File: config.mk
export PLATFORM = sky130hd
export DESIGN_NAME = uart_tx_feeder
export DESIGN_NICKNAME = d
export VERILOG_FILES = /design/src/rtl/uart_tx_feeder_pkg.sv /design/src/rtl/uart_byte_fifo.sv /design/src/rtl/uart_tx_feeder.sv
export SDC_FILE = /design/constraint.sdc
export NUM_CORES = 1
export LEC_CHECK = 0
export ABC_AREA = 1
export CORE_ASPECT_RATIO = 1.5
export CORE_MARGIN = 2
export CORE_UTILIZATION = 55
export CTS_CLUSTER_DIAMETER = 120
export CTS_CLUSTER_SIZE = 30
export DETAILED_ROUTE_END_ITERATION = 12
export HOLD_SLACK_MARGIN = 0.02
export MAX_ROUTING_LAYER = met4
export PLACE_DENSITY_LB_ADDON = 0.15
export SKIP_LAST_GASP = 1
export SLEW_MARGIN = 25
export SYNTH_ARGS = -nofsm -noshare
export SYNTH_HDL_FRONTEND = slang
export SYNTH_HIERARCHICAL = 1
export SYNTH_SLANG_ARGS = --single-unit
File: constraint.sdc
create_clock -name i_Clock -period 3.68 [get_ports i_Clock]
set_input_delay 0.736 -clock i_Clock [delete_from_list [all_inputs] [get_ports i_Clock]]
set_output_delay 0.736 -clock i_Clock [all_outputs]
set_load 0.01 [all_outputs]
File: src/rtl/uart_tx_feeder_pkg.sv
// rtl/uart_tx_feeder_pkg.sv - shared constants and state encoding for the UART transmit feeder
package uart_tx_feeder_pkg;

    localparam int DEFAULT_DEPTH        = 16;
    localparam int DEFAULT_DONE_TIMEOUT = 4096;

    typedef logic [1:0] state_t;

    localparam state_t S_IDLE      = 2'd0;
    localparam state_t S_WAIT_DONE = 2'd1;
    localparam state_t S_WAIT_CLR  = 2'd2;

endpackage

File: src/rtl/uart_byte_fifo.sv
// rtl/uart_byte_fifo.sv - synchronous DEPTH x 8 byte FIFO with level, full/empty and sticky overflow
module uart_byte_fifo #(
    parameter int DEPTH = 16
) (
    input  logic                     clock,
    input  logic                     rst,
    input  logic                     wr_en,
    input  logic [7:0]               wr_data,
    input  logic                     rd_en,
    output logic [7:0]               rd_data,
    output logic                     full,
    output logic                     empty,
    output logic [$clog2(DEPTH):0]   level,
    output logic                     overflow
);

    localparam int AW = $clog2(DEPTH);

    logic [7:0]  mem [DEPTH];
    logic [AW:0] wr_ptr;
    logic [AW:0] rd_ptr;
    logic        wr_ok;
    logic        rd_ok;

    // Pointers carry one extra wrap bit so full and empty stay distinguishable.
    assign full    = (wr_ptr[AW] != rd_ptr[AW]) && (wr_ptr[AW-1:0] == rd_ptr[AW-1:0]);
    assign empty   = (wr_ptr == rd_ptr);
    assign level   = wr_ptr - rd_ptr;
    assign rd_data = mem[rd_ptr[AW-1:0]];

    assign wr_ok = wr_en && !full;
    assign rd_ok = rd_en && !empty;

    always_ff @(posedge clock or negedge rst) begin
        if (!rst) begin
            wr_ptr   <= '0;
            rd_ptr   <= '0;
            overflow <= 1'b0;
        end else begin
            if (wr_ok) wr_ptr <= wr_ptr + 1'b1;
            if (rd_ok) rd_ptr <= rd_ptr + 1'b1;
            // A write against a full FIFO is dropped even if a pop frees a slot this cycle.
            if (wr_en && full) overflow <= 1'b1;
        end
    end

    always_ff @(posedge clock) begin
        if (wr_ok) mem[wr_ptr[AW-1:0]] <= wr_data;
    end

endmodule

File: src/rtl/uart_tx_feeder.sv
// rtl/uart_tx_feeder.sv - FIFO-buffered byte launcher for a UART serializer; UART_TX_FEEDER_TIMEOUT_EN adds a per-phase handshake timeout
module uart_tx_feeder
    import uart_tx_feeder_pkg::*;
#(
    parameter int DEPTH        = DEFAULT_DEPTH,
    parameter int DONE_TIMEOUT = DEFAULT_DONE_TIMEOUT
) (
    input  logic                     i_Clock,
    input  logic                     rst,
    input  logic                     i_Wr_En,
    input  logic [7:0]               i_Wr_Byte,
    output logic                     o_Full,
    output logic                     o_Empty,
    output logic [$clog2(DEPTH):0]   o_Level,
    output logic                     o_Overflow,
    output logic                     o_Tx_DV,
    output logic [7:0]               o_Tx_Byte,
    input  logic                     i_Tx_Done,
    output logic                     o_Busy,
    output logic                     o_Timeout
);

    if (DEPTH < 2 || (DEPTH & (DEPTH - 1)) != 0) begin : g_bad_depth
        $error("uart_tx_feeder: DEPTH must be a power of two >= 2");
    end
    if (DONE_TIMEOUT < 2) begin : g_bad_timeout
        $error("uart_tx_feeder: DONE_TIMEOUT must be >= 2");
    end

    state_t     state;
    state_t     state_next;
    logic       pop;
    logic [7:0] head;
    logic       tmo_abort;

    uart_byte_fifo #(
        .DEPTH(DEPTH)
    ) u_fifo (
        .clock    (i_Clock),
        .rst      (rst),
        .wr_en    (i_Wr_En),
        .wr_data  (i_Wr_Byte),
        .rd_en    (pop),
        .rd_data  (head),
        .full     (o_Full),
        .empty    (o_Empty),
        .level    (o_Level),
        .overflow (o_Overflow)
    );

    assign pop    = (state == S_IDLE) && !o_Empty;
    assign o_Busy = (state != S_IDLE);

    // A done level seen while idle is ignored; it is only waited out in S_WAIT_CLR.
    always_comb begin
        state_next = state;
        case (state)
            S_IDLE: begin
                if (!o_Empty) state_next = S_WAIT_DONE;
            end
            S_WAIT_DONE: begin
                if (i_Tx_Done)      state_next = S_WAIT_CLR;
                else if (tmo_abort) state_next = S_IDLE;
            end
            S_WAIT_CLR: begin
                if (!i_Tx_Done)     state_next = S_IDLE;
                else if (tmo_abort) state_next = S_IDLE;
            end
            default: state_next = S_IDLE;
        endcase
    end

    always_ff @(posedge i_Clock or negedge rst) begin
        if (!rst) begin
            state     <= S_IDLE;
            o_Tx_DV   <= 1'b0;
            o_Tx_Byte <= 8'h00;
        end else begin
            state   <= state_next;
            o_Tx_DV <= pop;
            if (pop) o_Tx_Byte <= head;
        end
    end

`ifdef UART_TX_FEEDER_TIMEOUT_EN
    localparam int TW = $clog2(DONE_TIMEOUT);

    logic [TW-1:0] phase_cnt;
    logic          timeout_q;

    assign tmo_abort = (state != S_IDLE) && (phase_cnt == TW'(DONE_TIMEOUT - 1));
    assign o_Timeout = timeout_q;

    // Counter restarts on every state change so each handshake phase gets its own budget.
    always_ff @(posedge i_Clock or negedge rst) begin
        if (!rst) begin
            phase_cnt <= '0;
            timeout_q <= 1'b0;
        end else begin
            if (state_next != state)  phase_cnt <= '0;
            else if (state != S_IDLE) phase_cnt <= phase_cnt + 1'b1;
            if (tmo_abort && state_next == S_IDLE) timeout_q <= 1'b1;
        end
    end
`else
    assign tmo_abort = 1'b0;
    assign o_Timeout = 1'b0;
`endif

endmodule

==> results of run 1 <==
path summary, 6_finish.rpt:
check	to	slack [ns]	cells after the start
worst max-delay path	o_Full	0.38	5
worst min-delay path	u_fifo/wr_ptr[4]$_DFFE_PN0P_	0.28	1
worst max register to register	u_fifo/mem[1][0]$_DFFE_PP_	0.69	7
worst min register to register	u_fifo/overflow$_DFFE_PN0P_	0.46	1
max in group asynchronous	u_fifo/rd_ptr[0]$_DFFE_PN0P_	3.03	1
min in group i_Clock	u_fifo/overflow$_DFFE_PN0P_	0.46	1
layer usage:
layer  up-vias  part of all wire
met5         -                 0
met4         0             0.032
met1      2216              0.40
met2       165              0.52
li1       2269                 -
met3        36             0.049
cell families after synthesis:
family,after synthesis
AO/OA/AOI/OAI,9
other,1
AND/OR/NAND/NOR,362
XOR/XNOR,11
buffers and inverters,165
adder cells (fa/ha/maj),10
flip-flops,150
area by class of cell:
type                       instances  area, um2
timing repair buffer              31        300
tap                              156        195
multi-input combinational        393       1840
clock inverter                     9       75.1
inverter                         139        527
clock buffer                      23        532
sequential                       150       4400
fill                             975       4520
worst max-delay path, delay by kind of cell, from the launching register on:
family / cells / cell delay, ns
buffers and inverters: 2 / 0.80
flip-flops: 1 / 0.53
adder cells (fa/ha/maj): 1 / 0.43
AND/OR/NAND/NOR: 2 / 0.40
through the flow:
step | area, um2 | util | cells | setup slack, ns
2_1_floorplan | 6900 | - | 708 | 1.33
3_3_place_gp | 7260 | 0.586 | 869 | 0.640
3_5_place_dp | 7260 | 0.586 | 869 | 0.510
4_1_cts | 7870 | 0.635 | 901 | 0.159
5_1_grt | 7870 | 0.635 | 901 | 0.204
6_report | 7870 | 0.635 | 901 | 0.384
flip-flops by register name, summed over array words and instances (netlist names):
name,flops
o_Tx_Byte,8
o_Tx_DV,1
state,2
u_fifo/mem,128
u_fifo/overflow,1
u_fifo/rd_ptr,5
u_fifo/wr_ptr,5
layout by cell type (no fill, tap or decap), types with 3 or more instances in the layout:
cell type	synthesis	final
clkbuf_16	0	20
inv_2	4	3
nand2_1	240	240
ha_1	9	9
dfrtp_1	22	20
o21ai_2	3	3
edfxtp_1	128	128
nand2_4	4	4
xor2_1	7	7
nor2_1	19	19
inv_6	0	3
xnor2_1	3	3
clkdlybuf4s50_1	0	28
inv_1	133	133
nand3_1	93	93
power groups by stage:
stage	clock network (W)	logic, W	registers [W]
3_3_place_gp	0	0.00231	0.00226
5_1_grt	0.00182	0.00267	0.00226
3_5_place_dp	0	0.00236	0.00227
4_1_cts	0.00174	0.00239	0.00224
2_1_floorplan	0	0.00160	0.00225
6_report	0.00172	0.00240	0.00224
timing repair:
item	4_1_cts	5_1_grt
hold endpoints to repair	0	0
setup endpoints to repair	0	2
resized for setup	0	2
==> metrics, run 1 <==
Synth Area in XOR/XNOR=0.0151; post-synthesis simple-gate area fraction=0.224; P_sw=0.00237 W; combinational power share=0.378; Yosys top cell by area=edfxtp_1; ANT cells=0; Syn Nets=730; yosys warns=6; GRT Util Overall=0.253; Starting DRT DRC Count=478; sequential share of power=0.352; number of enable flip-flop cells after synthesis=128; die height=141 um; Max Transition Viols Final=0; final setup vio count=0; switching part of the total=0.372; Via Count=4686; Lkg Pwr=3.56 nW; Worst Setup SP=u_fifo/rd_ptr[2]$_DFFE_PN0P_; met2 track demand over resource=0.422; total CTS buffers=17; vias in the first global route=4581; latest clock arrival within the worst-skew pair=0.41 ns; grt ovf=0; Die Span X=95.4 um; top_reg_cell synth=edfxtp_1; sequential fraction of the synthesis area=0.637; clk sinks=150; Setup CP Type=reg2out; Worst Hold Class=in2async; Longest Clk Path Bufs=2; Via density=5.20; Final Hold Violating Endpoints=0; IO Count=31; Final nets=754; wire per inst=16.8 um; CP Capture Type=output port; port bufs=29; Routed WL=15200 um; reg-to-reg startpoint=u_fifo/rd_ptr[1]$_DFFE_PN0P_; first-pass GRT wire length=23900 um; CTS tree=done; synthesized cell area=0.00690 mm2; largest family of logic cells by synthesized area=simple AND/OR/NAND/NOR gates; root buffer cell=clkbuf_16; CP peak stage delay=0.56 ns; Post-synth ARST share=0.147; met1 usage=0.301; Placer Congestion=0.955; initial antenna violation count=0; Detail Route Antenna Nets=0; die area=0.0135 mm2; Worst-path clk slew=0.06 ns; Tot Pwr=0.00635 W; status=complete, no violations; Fmax=303 MHz; post-synthesis adder-cell area fraction=0.0192; Pint=0.00399 W; Mean Syn Cell Area=9.74 um2; Slew headroom=0.428; core area=0.0124 mm2; number of setup buffers added after CTS=0; Synth top area share=0.557; Max-Cap Viols=0; Slowest cell on crit path=clkdlybuf4s50_1; mux share of post-synthesis cell area=0; Pre-antenna DRT Iters=5; Yosys reg bits=150; unrepaired setup endpoints after global routing=no; Setup crit start kind=flip-flop; Cells after Synth=708; most common cell in the netlist=nand2_1; Max VDD drop=0.393 mV; Detailed Place HPWL=10100 um; H-Tree Depth=4; DR DRC count=0; fin crit period=3.30 ns; CP cell instances=clkinvlp_4, ha_1, nand4_1, nor2_4, clkdlybuf4s50_1; largest cells by area after synthesis=edfxtp_1, nand2_1, dfrtp_1; Post-synth top cells=nand2_1, inv_1, edfxtp_1; busiest layer in global routing=met2; Synth Area in Compound Gates=0.00853; clock power share=0.270; WP data required=2.94 ns; met3 Use GR=0.0460; area grow syn2layout=14.1%; largest net degree at the start of global routing=68; layout cells sized above 1=0.0711; Starting Density=0.557; fin crit share=0.896; measured slew at the worst slew-check pin=0.855 ns; Core Rows=50; PD cells=807 mW/mm2; Hold Buf Count CTS=0; setup TNS=0 ns; clk_skew=0.00691 ns; final hold slack=0.282 ns; CP arrival=2.56 ns; distinct cell type count after synthesis=29; CP Max Fanout=14
Note: power is estimated with default switching activity, not from simulation.
==> inputs of run 2 (changes only) <==
--- a/config.mk
+++ b/config.mk
@@ -14,7 +14,7 @@
 export DETAILED_ROUTE_END_ITERATION = 12
 export HOLD_SLACK_MARGIN = 0.02
 export MAX_ROUTING_LAYER = met4
-export PLACE_DENSITY_LB_ADDON = 0.15
+export PLACE_DENSITY_LB_ADDON = 0.12
 export SKIP_LAST_GASP = 1
 export SLEW_MARGIN = 25
 export SYNTH_ARGS = -nofsm -noshare
==> metrics, run 2 (synthesized netlist as in run 1, its figures left out) <==
Longest Clk Path Bufs=2 (unchanged); Via density=5.13 (-1.3%); area grow syn2layout=13.7%; fin crit share=0.913 (+0.0171); H-Tree Depth=4 (unchanged); Worst-path clk slew=0.06 ns (about the same); Final Hold Violating Endpoints=0 (unchanged); Max VDD drop=0.396 mV (+0.75%); measured slew at the worst slew-check pin=0.888 ns (+0.0330 ns); Max-Cap Viols=0 (unchanged); WP data required=2.94 ns (about the same); Final nets=755 (+0.13%); register-to-register setup slack=0.69 ns (about the same); P_sw=0.00234 W (-1.0%); ANT cells=0 (unchanged); IO Count=31 (unchanged); Detailed Place HPWL=10100 um (-0.22%); wire per inst=16.6 um (-1.1%); Setup CP Type=reg2out; root buffer cell=clkbuf_16; CP arrival=2.62 ns (+0.06 ns); post-route cell area=0.00784 mm2 (-0.38%); clock power share=0.258 (-0.012); total CTS buffers=17 (unchanged); status=complete, no violations; GRT Util Overall=0.248 (-0.00473); max FFs per register=128 (unchanged); Lkg Pwr=3.53 nW (-0.87%); Core Rows=50 (unchanged); reg-to-reg startpoint=u_fifo/rd_ptr[2]$_DFFE_PN0P_; DR DRC count=0 (unchanged); Routed WL=15000 um (-0.97%); grt ovf=0 (unchanged); largest net degree at the start of global routing=68 (unchanged); combinational power share=0.385 (+0.007); clk_skew=0.00782 ns (+0.000909 ns); Tot Pwr=0.00627 W (-1.3%); final core utilization=0.633 (-0.00243); CP Capture Type=output port; Die Span X=95.4 um (unchanged); unrepaired setup endpoints after global routing=no; Hold Buf Count CTS=0 (unchanged); port bufs=29 (unchanged); PD cells=800 mW/mm2 (-0.96%); die height=141 um (unchanged); CTS-repair resized insts=0 (unchanged); Reg2Reg Capture Point=u_fifo/mem[5][2]$_DFFE_PP_; initial antenna violation count=0 (unchanged); first-pass GRT wire length=23300 um (-2.4%); clk sinks=150 (unchanged); Fmax=298 MHz (-1.9%); Detail Route Antenna Nets=0 (unchanged); latest clock arrival within the worst-skew pair=0.42 ns (about the same); CTS tree=done; Max Transition Viols Final=0 (unchanged); number of setup buffers added after CTS=0 (unchanged); Slew headroom=0.408 (-0.0202); setup TNS=0 ns (unchanged); core area=0.0124 mm2 (unchanged); switching part of the total=0.373 (+0.00125); most common cell after layout, fill and taps aside=nand2_1; Worst Hold Class=in2async; FILL cells=1009 (+3.5%); worst r2r path cells=7 (unchanged); Starting Density=0.557 (unchanged); most frequent cells in the layout=nand2_1, inv_1, edfxtp_1, nand3_1, clkdlybuf4s50_1; sequential share of power=0.357 (+0.005); CP Max Fanout=14 (unchanged); fin crit period=3.36 ns (+0.0631 ns); Pint=0.00393 W (-1.5%); Placer Congestion=0.950 (-0.59%); vias in the first global route=4587 (+0.13%); placed cell areas=0.00727 mm2 (+0.10%); layout cells sized above 1=0.0684 (-0.00278); Setup crit start kind=flip-flop; Via Count=4628 (-1.2%); Starting DRT DRC Count=392 (-18%); die area=0.0135 mm2 (unchanged); final setup vio count=0 (unchanged); Pre-antenna DRT Iters=6 (+1)
run 2: changes by cell type in the layout (fill, tap and decap cells not counted):
cell,delta
inv_6,-2
clkbuf_16,-1
clkbuf_8,-1
inv_4,-2
clkinvlp_4,+3
clkbuf_1,+3
clkinv_4,+1
buf_4,+1
inv_8,-1
run 2: through the flow:
stage / setup WS, ns / hold slack [ns] / std cells
floorplan: 1.33 / 0.440 / 708
CTS: 0.0915 / 0.466 / 902
detailed placement: 0.508 / 0.452 / 870
global placement: 0.657 / 0.452 / 870
finish: 0.321 / 0.275 / 902
global route: 0.183 / 0.308 / 902
run 2: area by class of cell:
class                           count  area (um2)  share of cell area
Inverter                          139         527              0.0672
Sequential cell                   150        4400               0.561
Tap cell                          156         195              0.0249
Timing Repair Buffer               32         308              0.0393
Clock buffer                       24         504              0.0643
Clock inverter                      8        65.1             0.00830
Multi-Input combinational cell    393        1840               0.235
run 2: worst max path at each step:
stage | cells past startpoint | endpoint | slack (ns) | startpoint
after floorplan | 9 | u_fifo/mem[0][0]$_DFFE_PP_ | 1.33 | u_fifo/rd_ptr[3]$_DFFE_PN0P_
after global placement | 7 | u_fifo/mem[13][5]$_DFFE_PP_ | 0.66 | u_fifo/rd_ptr[2]$_DFFE_PN0P_
after detailed placement | 7 | u_fifo/mem[1][7]$_DFFE_PP_ | 0.51 | u_fifo/rd_ptr[2]$_DFFE_PN0P_
after CTS | 6 | o_Level[3] | 0.09 | u_fifo/rd_ptr[2]$_DFFE_PN0P_
after global routing | 6 | o_Level[3] | 0.18 | u_fifo/rd_ptr[2]$_DFFE_PN0P_
final | 6 | o_Level[3] | 0.32 | u_fifo/rd_ptr[2]$_DFFE_PN0P_
run 2: power groups by stage:
stage	Clock [W]	Combinational (W)	Sequential (W)
floorplan	0	0.00160	0.00225
global placement	0	0.00234	0.00226
detailed placement	0	0.00239	0.00227
CTS	0.00164	0.00241	0.00224
global route	0.00172	0.00268	0.00226
finish	0.00162	0.00241	0.00224
run 2: critical path, stage by stage (launching register included):
cell	delay, ns
dfrtp_2	0.52
clkinvlp_4	0.25
ha_1	0.41
a21oi_1	0.18
nand2_1	0.09
xor2_1	0.18
clkdlybuf4s50_1	0.57
run 2: metal layers:
layer | GRT usage | up-vias | share of wire
li1 | - | 2269 | -
met1 | 0.281 | 2187 | 0.40
met2 | 0.419 | 140 | 0.52
met3 | 0.0465 | 32 | 0.042
met4 | 0.116 | 0 | 0.037
met5 | - | - | 0
